## config.mk

```make
export PLATFORM = sky130hd
export DESIGN_NAME = reg_file_mp
export DESIGN_NICKNAME = d
export VERILOG_FILES = /design/src/rtl/reg_file_mp.sv
export SDC_FILE = /design/constraint.sdc
export NUM_CORES = 2
export LEC_CHECK = 0
export ABC_CLOCK_PERIOD_IN_PS = 6900
export CAP_MARGIN = 30
export CORE_UTILIZATION = 50
export CTS_CLUSTER_DIAMETER = 150
export DETAILED_ROUTE_END_ITERATION = 8
export MAX_ROUTING_LAYER = met4
export PLACE_DENSITY = 0.64
export SETUP_SLACK_MARGIN = 0.05
export SLEW_MARGIN = 5
export SYNTH_ARGS = -nofsm -noshare
export SYNTH_HDL_FRONTEND = slang
export SYNTH_SLANG_ARGS = --single-unit
```

## constraint.sdc

```tcl
create_clock -name clk -period 6.9 [get_ports clk]
set_clock_uncertainty 0.2 [all_clocks]
set_input_delay 2.07 -clock clk [delete_from_list [all_inputs] [get_ports clk]]
set_output_delay 2.07 -clock clk [all_outputs]
set_load 0.01 [all_outputs]
```

## src/rtl/reg_file_mp.sv

```systemverilog
// reg_file_mp: multi-port register file with two prioritised write ports, zero register, bypass and clear sequencer
// Ports: clk/rst (sync, active-high); rs/rdata packed read ports (combinational);
//        we0/wa0/wd0 and we1/wa1/wd1 write ports (port 1 wins on same address);
//        init_busy, wr_collision, addr_err registered status outputs.
module reg_file_mp #(
  parameter int N        = 32,
  parameter int DEPTH    = 32,
  parameter int AW       = 5,
  parameter int NUM_RD   = 2,
  parameter int ZERO_REG = 1,
  parameter int BYPASS   = 1
) (
  input  logic                 clk,
  input  logic                 rst,
  input  logic [NUM_RD*AW-1:0] rs,
  output logic [NUM_RD*N-1:0]  rdata,
  input  logic                 we0,
  input  logic [AW-1:0]        wa0,
  input  logic [N-1:0]         wd0,
  input  logic                 we1,
  input  logic [AW-1:0]        wa1,
  input  logic [N-1:0]         wd1,
  output logic                 init_busy,
  output logic                 wr_collision,
  output logic                 addr_err
);
  typedef enum logic {CLEAR, READY} state_t;
  state_t        r_state, w_state_nxt;
  logic [AW:0]   r_cnt, w_cnt_nxt;
  logic [N-1:0]  r_mem [DEPTH];
  logic          r_init_busy, r_wr_collision, r_addr_err;
  logic          w_ready, w_in0, w_in1, w_ok0, w_ok1, w_coll, w_err;
  assign w_ready = r_state == READY;
  assign w_in0   = {1'b0, wa0} < (AW+1)'(DEPTH);
  assign w_in1   = {1'b0, wa1} < (AW+1)'(DEPTH);
  // ok = write actually lands in the array (ready, in range, not the zero register)
  assign w_ok0   = w_ready && we0 && w_in0 && !(ZERO_REG != 0 && wa0 == '0);
  assign w_ok1   = w_ready && we1 && w_in1 && !(ZERO_REG != 0 && wa1 == '0);
  // collision is flagged even when the shared address is the discarded zero register
  assign w_coll  = w_ready && we0 && we1 && w_in0 && wa0 == wa1;
  assign w_err   = w_ready && ((we0 && !w_in0) || (we1 && !w_in1));
  always_comb begin
    w_state_nxt = r_state;
    w_cnt_nxt   = r_cnt;
    if (r_state == CLEAR) begin
      w_cnt_nxt   = r_cnt + 1'b1;
      w_state_nxt = (r_cnt == (AW+1)'(DEPTH-1)) ? READY : CLEAR;
    end
  end
  always_ff @(posedge clk) begin
    r_state        <= rst ? CLEAR : w_state_nxt;
    r_cnt          <= rst ? '0 : w_cnt_nxt;
    r_init_busy    <= rst ? 1'b1 : (w_state_nxt == CLEAR);
    r_wr_collision <= rst ? 1'b0 : w_coll;
    r_addr_err     <= rst ? 1'b0 : w_err;
  end
  // contents are left alone on the reset edge; the sequencer clears them afterwards
  always_ff @(posedge clk) begin
    if (!rst) begin
      if (r_state == CLEAR) r_mem[r_cnt[AW-1:0]] <= '0;
      if (w_ok0 && !w_coll) r_mem[wa0] <= wd0;
      if (w_ok1) r_mem[wa1] <= wd1;
    end
  end
  for (genvar i = 0; i < NUM_RD; i++) begin : g_rd
    logic [AW-1:0] w_ra;
    logic          w_zero;
    assign w_ra   = rs[i*AW +: AW];
    assign w_zero = !w_ready || {1'b0, w_ra} >= (AW+1)'(DEPTH) || (ZERO_REG != 0 && w_ra == '0);
    assign rdata[i*N +: N] = w_zero ? '0 :
                             (BYPASS != 0 && w_ok1 && wa1 == w_ra) ? wd1 :
                             (BYPASS != 0 && w_ok0 && wa0 == w_ra) ? wd0 :
                             r_mem[w_ra];
  end
  assign init_busy    = r_init_busy;
  assign wr_collision = r_wr_collision;
  assign addr_err     = r_addr_err;
endmodule

```

==> impl_metrics.yaml <==
drt:
  vias_per_cell: 6.87
  ant_nets: 0
  drt_iter0_drc: 8400
  routed_wl_um: 245000
  wl_per_cell_um: 32.4
  first_pass_iters: 9
  drcViolationCount: 0
  vias: 51967
clock_tree:
  clkSinkCount: 1033
  clkLatencyLatePin_ns: 0.70
  cts_hold_buf: 0
  cts_buffer_depth: 3
  clkTransAtPathRegs_ns: 0.05
  cts_made_buffers: 117
  ctsRootBufferMaster: "clkbuf_16"
  cts_tree: "done"
  h-tree-depth: 3
sta:
  max-slew-margin-rel: 0.252
  fmax_ghz: 0.145
  grt_setup_unrepaired: "yes"
  hold_viol_final: 0
  period_share: 0.999
  finalSetupViolCount: 0
  worst_pin_slew_ns: 1.12
  final_max_slew_viol_count: 0
  period_needed_ns: 6.89
floorplan:
  pin_count: 155
  placementRows: 127
  die_w_um: 350
  design.core.area_um2: 120000
  die_h_um: 350
  dieArea_um2: 122000
  start_util: 0.504
logic_synthesis:
  ys.flop_type: "edfxtp_1"
  synthTopCellsByArea: "edfxtp_1, o21ai_0, mux2i_1, nand2_1, mux4_2"
  synth_top_area_cell: "edfxtp_1"
  synthCells: 5710
  syn_nets: 5799
  syn_avg_cell_area_um2: 10.6
  ys_ff_latch: 1033
  yosys_warnings: 0
  yosysUniqueCellTypes: 63
  yosysSeqAreaShare: 0.511
  netlist_area_um2: 60500
  synth-edff-count: 1024
  async_reset_ff_frac: 0
  yosysTopAreaCellShare: 0.509
grt:
  grt_pass1_wl_um: 345000
  grt_use_met3: 0.123
  met2_usage: 0.574
  antenna_found_initial: 7
  track_usage: 0.405
  overflow: 0
  grt_use_met1: 0.518
  globalRoute.busiestLayer: "met2"
  grt_pass1_vias: 48947
  grt_max_degree: 65
placed_design:
  hpwlAfterDp_um: 150000
  dp_cells: 7288
  io_buffers: 153
  placed_cell_area_um2: 67700
  place.gp.congestion: 0.993
critical_path:
  cp_cell_sequence: "buf_4 -> buf_6 -> mux4_2 -> mux2_2 -> a211oi_1 -> o2111ai_1 -> a32o_1 -> clkdlybuf4s50_1"
  crit_fanout: 9
  cpMaxStageDelayCell: "mux4_2"
  cp.arrival_ns: 4.62
  path_buf_inv: 3
  reg2reg_setup_slack_ns: 2.69
  cp-end-kind: "output pin"
  cp_top_family: "multiplexers"
  crit_type: "in2out"
  critPathMaxStageDelay_ns: 0.58
  cp_data_required_time_ns: 4.63
  start_kind: "input pin"
cells_and_area:
  regArea_um2: 30900
  drive_gt1_frac: 0.225
  final_nets: 5940
  nFillCells: 9540
  postLayoutCoreUtil: 0.608
  area_delta_synth_final_pct: 20.5
  fin_cells: 7569
  multi_input_area_um2: 27600
  fin_area_um2: 72900
pwr:
  power_density_nw_per_um2: 203
  max-vdd-ir-drop_uv: 203
  p_leak_uw: 0.0273
  total_power_uw: 14800
run:
  maxCapViolCount: 0
min_path:
  hp-class: "reg2reg"
run_status:
  status: "completed"
what timing repair did:
| item | CTS | global route |
|---|---|---|
| setup endpoints to repair | 64 | 21 |
| resized for setup | 125 | 39 |
| cloned | 1 | 3 |
| buffers inserted | 26 | 14 |
| pin swaps | 18 | 7 |
placed cells by master (no fill, tap or decap), types with 8 or more instances in the layout:
cell type        netlist  final
bufinv_16              0     19
buf_12                 0    152
inv_1                 36     35
diode_2                0      8
clkinv_2               0     25
nor2_4                 0     10
o22ai_1              257    248
o21bai_4               0     24
nor2_1                27     17
clkbuf_1             557     21
xor2_1                22     21
mux4_2               170    170
a221oi_1              31     31
buf_6                  2     16
dlymetal6s2s_1         0     16
and4_1                31     31
mux2_2               256    256
nor4_2                 0     31
nand3_1               71     70
nor4_1                47     16
clkbuf_16              0    121
o2bb2ai_1             31     26
nand2_1             1098   1095
buf_4                  5    403
nor3_2                 0     23
o21ai_0             1051   1050
clkinv_1               0     24
o211ai_1              31     31
a22oi_1              125    125
dlygate4sd2_1          0     47
buf_16                 0     15
clkdlybuf4s50_1        0     81
mux2i_1              444    444
edfxtp_1            1024   1024
nor3_1               112     86
dfxtp_1                9      9
per-stage QoR:
stage	setup TNS [ns]	hold WS, ns	setup WS (ns)
after CTS	-0.0608	0.306	-0.0608
final	0	0.304	0.00666
after floorplan	0	0.258	0.800
after global placement	-19.50	0.274	-0.897
after detailed placement	-18.89	0.295	-0.892
after global routing	-0.00601	0.341	-0.00601
worst register-to-register path: cells and delay by family, from the launching register on:
family | cells | cell delay [ns]
muxes | 1 | 0.80
buffers and inverters | 3 | 0.88
DFF | 1 | 0.79
AOI/OAI and AO/OA | 3 | 0.92
and+or+nand+nor | 1 | 0.19
routing by layer:
layer	routed length, µm	part of all wire	vias up
met5	0	0	-
met4	16500	0.067	0
met3	37600	0.15	957
met2	104000	0.42	4350
met1	87400	0.36	24996
li1	-	-	21664
where the power goes:
| group | internal (µW) | switching (µW) |
|---|---|---|
| clock network | 3850 | 2700 |
| registers | 6830 | 17.4 |
| logic | 593 | 806 |
final timing paths:
kind	start	cells after the start	to
max	rs[1]	8	rdata[30]
min	r_cnt[5]	2	r_cnt[5]
max reg2reg	r_state	8	r_mem[6][14]
min reg2reg	r_cnt[5]	2	r_cnt[5]
area by class of cell:
type | count | share of cell area
sequential | 1033 | 0.424
multi-input combinational | 3920 | 0.379
timing repair buffer | 743 | 0.113
clock buffer | 140 | 0.0419
tap | 1612 | 0.0277
clock inverter | 77 | 0.0121
inverter | 36 | 0.00185
antenna | 8 | 0.000275
cell usage after synthesis (8+ instances only):
master     number
nand2_1      1098
o21ai_0      1051
edfxtp_1     1024
clkbuf_1      557
mux2i_1       444
o22ai_1       257
mux2_2        256
mux4_2        170
a22oi_1       125
nor3_1        112
buf_2          85
buf_1          72
nand3_1        71
nor4_1         47
inv_1          36
a221oi_1       31
and4_1         31
o211ai_1       31
o2bb2ai_1      31
nor2_1         27
o21bai_1       24
xor2_1         22
dfxtp_1         9
nand2b_1        8
nor3b_1         8
flip-flops by register name, indices dropped and copies added, names as in the netlist:
| name | count |
|---|---|
| init_busy | 1 |
| r_cnt | 6 |
| r_mem | 1024 |
| r_state | 1 |
| wr_collision | 1 |
cell families (layout without fill, tap and decap cells):
| group | after synthesis | after routing | synth area share |
|---|---|---|---|
| compound gates | 1574 | 1574 | 0.148 |
| xor+xnor | 29 | 29 | 0.00420 |
| fa+ha+maj | 1 | 1 | 0.000207 |
| buf+inv | 757 | 996 | 0.0493 |
| flops | 1033 | 1033 | 0.511 |
| mux | 870 | 870 | 0.184 |
| other cells | 1 | 9 | 0.0000620 |
| simple gates | 1445 | 1445 | 0.102 |
Power figures use the tool's default switching activity.
